[src/rtl/i2c_fifo_tx_master.sv]
// I2C write-only master: sends START, 7-bit address + W, then len bytes popped
// from an upstream synchronous FIFO, checking ACK after each byte, then STOP.
module i2c_fifo_tx_master #(
  parameter int CLK_DIV = 250
) (
  input  logic       clk,
  input  logic       rst_n,
  input  logic       start,
  input  logic [6:0] slave_addr,
  input  logic [7:0] len,
  output logic       fifo_rd_en,
  input  logic [7:0] fifo_data,
  input  logic       fifo_empty,
  output logic       scl_oe,
  output logic       sda_oe,
  input  logic       sda_i,
  output logic       busy,
  output logic       done,
  output logic       nack_err,
  output logic       underrun,
  output logic [7:0] bytes_sent
);

  typedef enum logic [3:0] {
    IDLE,
    START,
    ADDR,
    ADDR_ACK,
    FETCH,
    WAIT_DATA,
    DATA,
    DATA_ACK,
    STOP
  } state_t;

  localparam logic [9:0] QMAX = 10'(CLK_DIV - 1);

  state_t      state_q, state_d;
  logic [9:0]  qcnt_q, qcnt_d;
  logic [1:0]  phase_q, phase_d;
  logic [2:0]  bit_cnt_q, bit_cnt_d;
  logic [7:0]  shift_q, shift_d;
  logic [7:0]  len_q, len_d;
  logic [7:0]  bytes_q, bytes_d;
  logic        nack_q, nack_d;
  logic        nack_pend_q, nack_pend_d;
  logic        under_pend_q, under_pend_d;
  logic        done_q, done_d;
  logic        nack_err_q, nack_err_d;
  logic        underrun_q, underrun_d;

  logic        timed;
  logic        q_tick;
  logic        q_last;
  logic        ack_sample;
  logic [8:0]  bytes_inc;

  // FETCH and WAIT_DATA are untimed: SCL stays low until the next byte is in hand.
  assign timed      = !(state_q inside {IDLE, FETCH, WAIT_DATA});
  assign q_tick     = (qcnt_q == QMAX);
  assign q_last     = q_tick && (phase_q == 2'd3);
  assign ack_sample = (phase_q == 2'd3) && (qcnt_q == 10'd0);
  assign bytes_inc  = {1'b0, bytes_q} + 9'd1;

  always_ff @(posedge clk) begin
    if (!rst_n) begin
      state_q <= IDLE;
    end else begin
      state_q <= state_d;
    end
  end

  always_ff @(posedge clk) begin
    if (!rst_n) begin
      qcnt_q       <= '0;
      phase_q      <= '0;
      bit_cnt_q    <= '0;
      shift_q      <= '0;
      len_q        <= '0;
      bytes_q      <= '0;
      nack_q       <= 1'b0;
      nack_pend_q  <= 1'b0;
      under_pend_q <= 1'b0;
      done_q       <= 1'b0;
      nack_err_q   <= 1'b0;
      underrun_q   <= 1'b0;
    end else begin
      qcnt_q       <= qcnt_d;
      phase_q      <= phase_d;
      bit_cnt_q    <= bit_cnt_d;
      shift_q      <= shift_d;
      len_q        <= len_d;
      bytes_q      <= bytes_d;
      nack_q       <= nack_d;
      nack_pend_q  <= nack_pend_d;
      under_pend_q <= under_pend_d;
      done_q       <= done_d;
      nack_err_q   <= nack_err_d;
      underrun_q   <= underrun_d;
    end
  end

  always_comb begin
    state_d      = state_q;
    qcnt_d       = qcnt_q;
    phase_d      = phase_q;
    bit_cnt_d    = bit_cnt_q;
    shift_d      = shift_q;
    len_d        = len_q;
    bytes_d      = bytes_q;
    nack_d       = nack_q;
    nack_pend_d  = nack_pend_q;
    under_pend_d = under_pend_q;
    done_d       = 1'b0;
    nack_err_d   = 1'b0;
    underrun_d   = 1'b0;

    if (!timed) begin
      qcnt_d  = '0;
      phase_d = '0;
    end else if (q_tick) begin
      qcnt_d  = '0;
      phase_d = phase_q + 2'd1;
    end else begin
      qcnt_d  = qcnt_q + 10'd1;
    end

    case (state_q)
      IDLE: begin
        if (start) begin
          state_d      = START;
          shift_d      = {slave_addr, 1'b0};
          len_d        = len;
          bytes_d      = '0;
          nack_pend_d  = 1'b0;
          under_pend_d = 1'b0;
        end
      end
      START: begin
        if (q_last) begin
          state_d   = ADDR;
          bit_cnt_d = '0;
        end
      end
      ADDR, DATA: begin
        if (q_last) begin
          if (bit_cnt_q == 3'd7) begin
            state_d = (state_q == ADDR) ? ADDR_ACK : DATA_ACK;
          end else begin
            bit_cnt_d = bit_cnt_q + 3'd1;
            shift_d   = {shift_q[6:0], 1'b0};
          end
        end
      end
      ADDR_ACK, DATA_ACK: begin
        if (ack_sample) begin
          nack_d = sda_i;
        end
        if (q_last) begin
          if (nack_q) begin
            nack_pend_d = 1'b1;
            state_d     = STOP;
          end else if (state_q == ADDR_ACK) begin
            state_d = (len_q == 8'd0) ? STOP : FETCH;
          end else begin
            bytes_d = bytes_q + 8'd1;
            state_d = (bytes_inc < {1'b0, len_q}) ? FETCH : STOP;
          end
        end
      end
      FETCH: begin
        if (fifo_empty) begin
          under_pend_d = 1'b1;
          state_d      = STOP;
        end else begin
          state_d = WAIT_DATA;
        end
      end
      WAIT_DATA: begin
        shift_d   = fifo_data;
        bit_cnt_d = '0;
        state_d   = DATA;
      end
      STOP: begin
        if (q_last) begin
          state_d    = IDLE;
          done_d     = 1'b1;
          nack_err_d = nack_pend_q;
          underrun_d = under_pend_q;
        end
      end
      default: state_d = IDLE;
    endcase
  end

  // Line drive: SCL low in q0-q1 of every bit, SDA only ever changes while SCL is low
  // except for the START and STOP conditions.
  always_comb begin
    scl_oe     = 1'b0;
    sda_oe     = 1'b0;
    fifo_rd_en = 1'b0;
    case (state_q)
      START: begin
        sda_oe = phase_q[1];
      end
      ADDR, DATA: begin
        scl_oe = ~phase_q[1];
        sda_oe = ~shift_q[7];
      end
      ADDR_ACK, DATA_ACK: begin
        scl_oe = ~phase_q[1];
      end
      FETCH: begin
        scl_oe     = 1'b1;
        fifo_rd_en = ~fifo_empty;
      end
      WAIT_DATA: begin
        scl_oe = 1'b1;
      end
      STOP: begin
        scl_oe = (phase_q == 2'd0);
        sda_oe = (phase_q != 2'd3);
      end
      default: begin
        scl_oe = 1'b0;
        sda_oe = 1'b0;
      end
    endcase
  end

  assign busy       = (state_q != IDLE);
  assign done       = done_q;
  assign nack_err   = nack_err_q;
  assign underrun   = underrun_q;
  assign bytes_sent = bytes_q;

endmodule

[config.mk]
export PLATFORM = sky130hd
export DESIGN_NAME = i2c_fifo_tx_master
export DESIGN_NICKNAME = d
export VERILOG_FILES = /design/src/rtl/i2c_fifo_tx_master.sv
export SDC_FILE = /design/constraint.sdc
export NUM_CORES = 1
export LEC_CHECK = 0
export ABC_AREA = 0
export CAP_MARGIN = 40
export CORE_MARGIN = 3
export CORE_UTILIZATION = 35
export DETAILED_ROUTE_END_ITERATION = 6
export PLACE_DENSITY_LB_ADDON = 0.08
export SYNTH_ARGS = -nofsm -noshare
export SYNTH_HDL_FRONTEND = slang
export SYNTH_SLANG_ARGS = --single-unit
[constraint.sdc]
create_clock -name clk -period 3.1 [get_ports clk]
set_clock_uncertainty 0.05 [all_clocks]
set_input_delay 0.775 -clock clk [delete_from_list [all_inputs] [get_ports clk]]
set_output_delay 0.775 -clock clk [all_outputs]
set_load 0.1 [all_outputs]
==> results of run 1 <==
[routing by layer]
layer / share of wire, % / global-route usage (%) / up-vias
met5: 0 / 0 / -
met4: 1.1 / 3.971 / 0
met3: 4.1 / 3.205 / 6
met2: 45 / 25.07 / 41
met1: 50 / 21.23 / 1065
li1: - / - / 1220
[synthesized netlist by cell type (4+ instances only)]
library cell	number	share of area, %
xnor2_1	7	2.3
nand3_1	12	2.2
or2_2	5	1.2
o21ai_0	8	1.5
nor2b_1	4	0.93
ha_1	15	7.0
a22oi_1	7	2.0
nor2_1	56	7.8
nor3_1	5	0.93
nand2b_1	7	1.6
or3_1	5	1.2
a311oi_1	4	1.3
nand2_1	29	4.0
a31oi_1	5	1.2
mux2i_1	12	4.5
and2_1	4	0.93
clkbuf_1	8	1.1
xor2_1	8	2.6
inv_1	18	2.5
a21oi_1	15	2.8
dfxtp_1	49	36
[worst max-delay path by stage]
| stage | from | end | slack, ps | cells past startpoint |
|---|---|---|---|---|
| 4_1_cts | state_q[3]$_SDFFE_PN0P_ | scl_oe | 440 | 5 |
| 5_1_grt | state_q[3]$_SDFFE_PN0P_ | scl_oe | 290 | 5 |
| 3_5_place_dp | fifo_empty | fifo_rd_en | 490 | 3 |
| 6_report | state_q[3]$_SDFFE_PN0P_ | scl_oe | 450 | 5 |
| 2_1_floorplan | bytes_sent[1]$_SDFFE_PN0P_ | state_q[3]$_SDFFE_PN0P_ | 6 | 10 |
| 3_3_place_gp | fifo_empty | fifo_rd_en | 520 | 3 |
[sequential cells by signal, summed over array words and instances (netlist names)]
signal	flops
bit_cnt_q	3
bytes_sent	8
done	1
len_q	8
nack_err	1
nack_pend_q	1
nack_q	1
phase_q	2
qcnt_q	10
shift_q	8
state_q	4
under_pend_q	1
underrun	1
[power breakdown]
| part | leakage, uW | internal (uW) | switching (uW) |
|---|---|---|---|
| logic | 0.000836 | 306 | 472 |
| clock network | 0.0000445 | 161 | 233 |
| registers | 0.000399 | 697 | 62.8 |
| total | 0.00128 | 1160 | 768 |
[through the flow]
| step | instances | total power (uW) | setup WS [ps] | cell area (um2) | util, % |
|---|---|---|---|---|---|
| 4_1_cts | 467 | 1955 | 441.8 | 3344 | 45.38 |
| 2_1_floorplan | 323 | 1331 | 6.375 | 2711 | - |
| 3_5_place_dp | 459 | 1555 | 488.5 | 3254 | 44.16 |
| 3_3_place_gp | 459 | 1557 | 516.3 | 3254 | 44.16 |
| 6_report | 467 | 1932 | 446.6 | 3344 | 45.38 |
| 5_1_grt | 467 | 2068 | 292.1 | 3344 | 45.38 |
[worst max-delay path, delay by kind of cell, from the launching register on]
kind                   cells  cell delay, ps
AO/OA/AOI/OAI              2             310
buffers and inverters      1             180
flip-flops                 1             650
AND/OR/NAND/NOR            2             370
[cell families (layout without fill, tap and decap cells)]
family / Yosys count / count (layout) / synth area share (%)
buf+inv: 30 / 75 / 4.513
xor+xnor: 15 / 15 / 4.886
mux: 13 / 13 / 4.886
compound gates: 64 / 64 / 18.15
flops: 49 / 49 / 36.48
simple gates: 137 / 137 / 24.10
fa+ha+maj: 15 / 15 / 6.980
[final cells by class]
cell class                 count  share of cell area (%)
multi-input combinational    244                   48.07
sequential                    49                   29.37
timing repair buffer          49                   14.14
tap                           99                   3.704
clock buffer                   5                   2.058
inverter                      18                   2.020
clock inverter                 3                  0.6360
==> impl_summary.txt, run 1 <==
----------------------------------------------------
[Layout]
  Final net count ... 410
  Fill cell count ... 772
  Most common cell after layout, fill and taps aside ... nor2_1
  Antenna diode count ... 0
  Top library cells by usage in the layout, fill and taps aside ... 56 x nor2_1, 48 x dfxtp_1, 29 x nand2_1, 27 x clkdlybuf4s50_1, 19 x buf_4
  Footprint of the flip-flops and latches ... just under 1000 um2
  Layout cell share with drive strength beyond 1 ... between 10% and 20%
  Multi-input combinational cell area ... 1608 um2
  Synth-to-Final Area Change ... 24.38%

[Yosys]
  Area of the mapped netlist ... 2689 um2
  Mean post-synth cell area ... approximately 8.3 um2
  Fraction of registers with async set or reset after synthesis ... 0%
  Dominant register cell in the synthesized netlist ... dfxtp_1
  Count of unique library cells instantiated by Yosys ... 50
  Warnings from Yosys ... 0
  Syn_nets ... 366
  Total of flip-flops plus latches after synthesis ... 49
  Portion of the post-synthesis area used by sequential elements ... about 36%
  Count of flip-flops with a built-in enable after synthesis ... 0
  Synthesized instance count ... 323

[Timing]
  Final slew viol count ... 0
  RSZ-0062 raised after global routing ... false
  Tcrit/Tclk final ... 85.59%
  Minimum hold slack ... 423.8 ps
  Worst-case headroom to the max-slew limit ... 56.38%
  Number of setup violations in the final report ... 0
  Hold Vio Cnt, Final ... 0
  Maximum achievable frequency ... between 300 and 400 MHz
  Actual slew at the worst max-slew pin ... 652.0 ps
  Total negative slack ... 0 ps
  Fin crit period ... 2653 ps

[Worst setup path]
  Reg-to-reg critical path endpoint ... shift_q[6]$_SDFFE_PN0P_
  Worst R2R Setup Slack ... 560 ps
  Maximum fanout count along the critical path ... 11
  Max stage delay on crit path ... around 650 ps
  Slowest cell on the critical path ... dfxtp_1
  Startpoint types ... flip-flop
  Critical path cell sequence ... nor2b_1 > nand3_1 > a21oi_1 > a21o_1 > buf_12
  Arrival time worst endpoint ... 1830 ps
  Startpoint-to-endpoint class of the critical path ... flip-flop to output port
  Critical path endpoint category ... output port
  Required time at the endpoint of the critical path ... 2270 ps
  Launch point of the worst reg-to-reg path ... phase_q[1]$_SDFFE_PP0N_
  Worst Reg-to-Reg Cells ... 7

[Global route]
  Antenna violations before repair ... 0
  Total GRT Usage ... 15.55%
  Via count of the first global-routing pass ... 2249
  Largest net degree at the start of global routing ... 19
  Global-route wire length before repair ... 10860 um
  Gr ovfl total ... 0

[Placement]
  DP Wirelength ... about 4800 um
  Count of port buffers added during placement ... 42
  Placer's final routability congestion estimate ... 0.8707

[Clock tree]
  Largest buffer count on any clock path ... 2
  CTS Root Buffer Type ... clkbuf_8
  CTS clk-pin slew, worst paths ... ~100 ps
  Resized cells post-CTS ... 0
  Clock tree from TritonCTS ... yes
  Worst skew pair latency ... ~310 ps
  H-Tree Level Count ... 2
  Number of buffers added by the clock tree synthesis step ... 5
  Post-CTS Setup Bufs ... 0
  Hold buffer count at CTS ... 0
  # clock sinks ... 49

[Drt]
  Iter 0 DRT Violations ... 76
  Mean number of vias per cell ... between 4 and 5
  Detailed-router iteration count before antenna repair ... 6
  Wirelength, routed ... 6392 um
  Drt drc ... 0
  Vias after detailed routing ... 2332
  Post-route ant nets ... 0
  Routed len/inst ... 13.69 um

[Run status]
  Run status ... complete, no violations

[Floorplan]
  Std-Cell Rows ... 31
  Area enclosed by the die boundary ... 8770 um2
  Boundary pin count ... 43
  Core region area ... about 7400 um2
  Vertical extent of the die ... 93.65 um
  Starting utilization of the core area ... between 30% and 40%
  Die width ... 93.65 um

[Pwr]
  Leakage power figure ... 0.001279 uW
  Power density over the cells ... 577.5 nW/um2
  Maximum VDD drop ... 0.6285 mV

[Job]
  Maximum Capacitance Violations ... 0

[Worst hold path]
  Min-delay worst type ... flip-flop to flip-flop
  Launch instance of the worst min-delay path ... bit_cnt_q[1]$_SDFFE_PN0P_
  Capture endpoint of the worst hold path ... bit_cnt_q[1]$_SDFFE_PN0P_
  Worst hold path cell count ... 2

----------------------------------------------------
Note: power is estimated with default switching activity, not from simulation.
==> run 2, diff against run 1 <==
--- a/config.mk
+++ b/config.mk
@@ -7,10 +7,12 @@
 export LEC_CHECK = 0
 export ABC_AREA = 0
 export CAP_MARGIN = 40
+export CORE_ASPECT_RATIO = 0.6
 export CORE_MARGIN = 3
 export CORE_UTILIZATION = 35
 export DETAILED_ROUTE_END_ITERATION = 6
 export PLACE_DENSITY_LB_ADDON = 0.08
+export SLEW_MARGIN = 30
 export SYNTH_ARGS = -nofsm -noshare
 export SYNTH_HDL_FRONTEND = slang
 export SYNTH_SLANG_ARGS = --single-unit
==> run 2 against run 1 <==
Worst setup slack got worse by 9.6 ps. Critical path type is now flip-flop to flip-flop. Hold slack got worse by 1.7 ps. Critical endpoint is now shift_q[6]$_SDFFE_PN0P_. Clock-buffer cell count unchanged.
==> impl_summary.txt, run 2 (synthesized netlist as in run 1, its figures left out) <==
----------------------------------------------------
[Worst setup path]
  Required time at the endpoint of the critical path ... 3260 ps
  Crit path capture ... shift_q[6]$_SDFFE_PN0P_
  Kind of cell adding the most delay to the critical path ... simple AND/OR/NAND/NOR gates
  Worst Reg-to-Reg Cells ... 6
  Critical path endpoint category ... flip-flop
  Max stage delay on crit path ... 650 ps
  Launch point of the worst reg-to-reg path ... phase_q[1]$_SDFFE_PP0N_
  Slowest cell on the critical path ... o311ai_4
  Worst R2R Setup Slack ... about 440 ps
  Worst setup path startpoint ... phase_q[1]$_SDFFE_PP0N_
  Maximum fanout count along the critical path ... 15
  Critical path cell sequence ... ha_1 > or4b_4 > or3_4 > o311ai_4 > nor2_1 > a311oi_2
  Count of buffer and inverter cells on the critical path ... 0
  Startpoint-to-endpoint class of the critical path ... flip-flop to flip-flop
  Startpoint types ... flip-flop
  Reg-to-reg critical path endpoint ... shift_q[6]$_SDFFE_PN0P_
  Number of stages on the worst setup path ... 6
  Arrival time worst endpoint ... 2830 ps

[Clock tree]
  Resized cells post-CTS ... 0
  H-Tree Level Count ... 2
  Worst skew pair latency ... 300 ps
  # clock sinks ... 49
  CTS Root Buffer Type ... clkbuf_16
  Post-CTS Setup Bufs ... 0
  CTS clk-pin slew, worst paths ... approximately 70 ps
  Clock tree from TritonCTS ... yes
  Number of buffers added by the clock tree synthesis step ... 5
  Hold buffer count at CTS ... 0
  Largest buffer count on any clock path ... 2

[Timing]
  RSZ-0062 raised after global routing ... false
  Final slew viol count ... 0
  Maximum achievable frequency ... 375.5 MHz
  Tcrit/Tclk final ... a little under nine tenths
  Fin crit period ... roughly 2700 ps
  Actual slew at the worst max-slew pin ... 680.2 ps
  Worst-case headroom to the max-slew limit ... a little over half
  Total negative slack ... 0 ps
  Minimum hold slack ... 422.1 ps
  Hold Vio Cnt, Final ... 0
  Number of setup violations in the final report ... 0

[Worst hold path]
  Min-delay worst type ... flip-flop to flip-flop
  Worst hold path cell count ... 2

[Layout]
  Layout cell share with drive strength beyond 1 ... 12.77%
  Register with the most flip-flops ... qcnt_q
  Cell area after layout ... 3407 um2
  Antenna diode count ... 0
  Top library cells by usage in the layout, fill and taps aside ... 56 x nor2_1, 48 x dfxtp_1, 29 x nand2_1, 27 x clkdlybuf4s50_1
  Synth-to-Final Area Change ... 26.71%
  Most common cell after layout, fill and taps aside ... nor2_1
  Flip-flop count of the largest register after layout ... 10
  Final net count ... 410

[Floorplan]
  Core region area ... around 7400 um2
  Std-Cell Rows ... 24
  Die width ... 119.2 um
  Vertical extent of the die ... 73.89 um
  Starting utilization of the core area ... 36.55%
  Boundary pin count ... between 40 and 50
  Area enclosed by the die boundary ... 8804 um2

[Global route]
  Largest net degree at the start of global routing ... 19
  Antenna violations before repair ... 0
  Global-route wire length before repair ... 10860 um
  Total GRT Usage ... 15.72%
  Gr ovfl total ... 0
  Via count of the first global-routing pass ... 2191

[Pwr]
  Power density over the cells ... 616.6 nW/um2
  Maximum VDD drop ... around 0.41 mV
  Leakage power figure ... 0.001301 uW

[Drt]
  Wirelength, routed ... between 6000 and 7000 um
  Mean number of vias per cell ... a little under 5
  Drt drc ... 0
  Vias after detailed routing ... 2345
  Detailed-router iteration count before antenna repair ... 4
  Iter 0 DRT Violations ... approximately 160
  Routed len/inst ... 13.78 um
  Post-route ant nets ... 0

[Placement]
  Count of port buffers added during placement ... 42
  Post-Place Cell Area ... between 3000 and 4000 um2
  DP Wirelength ... 4942 um
  Placer's final routability congestion estimate ... 0.8094

[Run status]
  Run status ... complete, no violations

[Job]
  Maximum Capacitance Violations ... 0

----------------------------------------------------
[run 2: worst register-to-register path: stages, from the launching register on]
cell and delay [ps]:
dfxtp_1 390, ha_1 200, or4b_4 490, or3_4 440
o311ai_4 650, nor2_1 110, a311oi_2 240
[run 2: cell type report]
| class | count | area (um2) |
|---|---|---|
| fillers | 728 | 3950 |
| well taps | 104 | 130.1 |
| clock buffers | 5 | 125.1 |
| clock inverters | 3 | 25.02 |
| flip-flops and latches | 49 | 982.2 |
| repair buffers | 49 | 469.2 |
| multi-input cells | 244 | 1608 |
| inverters | 18 | 67.56 |
[run 2: metal layers]
layer,track usage (%),part of all wire (%),up-vias
met5,0,0,-
met4,5.263,1.2,0
met3,4.462,7.1,8
met2,20.76,38,60
met1,23.84,54,1054
li1,-,-,1223
[run 2: power by group]
part	switching [uW]	internal [uW]	leakage (uW)	total [uW]
Clock	263	304	0.0000704	566
Combinational	477	297	0.000832	774
Sequential	62.7	697	0.000399	760
[run 2: worst min-delay path by stage]
stage,slack (ps),to,startpoint
5_1_grt,440,underrun$_SDFF_PN0_,under_pend_q$_SDFFE_PN0P_
4_1_cts,420,bit_cnt_q[2]$_SDFFE_PN0P_,bit_cnt_q[2]$_SDFFE_PN0P_
3_3_place_gp,400,underrun$_SDFF_PN0_,under_pend_q$_SDFFE_PN0P_
3_5_place_dp,410,underrun$_SDFF_PN0_,under_pend_q$_SDFFE_PN0P_
6_report,420,bit_cnt_q[2]$_SDFFE_PN0P_,bit_cnt_q[2]$_SDFFE_PN0P_
2_1_floorplan,380,nack_pend_q$_SDFFE_PN0P_,nack_pend_q$_SDFFE_PN0P_
[run 2: per-stage QoR]
stage	total power (uW)	setup WS, ps	utilization (%)	cells
2_1_floorplan	1331	6.375	-	323
3_3_place_gp	1548	487.6	44.22	463
3_5_place_dp	1542	424.7	44.22	463
4_1_cts	2124	415.9	46.26	471
5_1_grt	2234	180.2	46.31	472
6_report	2101	437.0	46.31	472
==> run 3, diff against run 2 <==
--- a/config.mk
+++ b/config.mk
@@ -11,6 +11,7 @@
 export CORE_MARGIN = 3
 export CORE_UTILIZATION = 35
 export DETAILED_ROUTE_END_ITERATION = 6
+export GPL_ROUTABILITY_DRIVEN = 1
 export PLACE_DENSITY_LB_ADDON = 0.08
 export SLEW_MARGIN = 30
 export SYNTH_ARGS = -nofsm -noshare
==> results of run 3 <==
The final DEF is identical to that of run 2; final timing and power are the same.
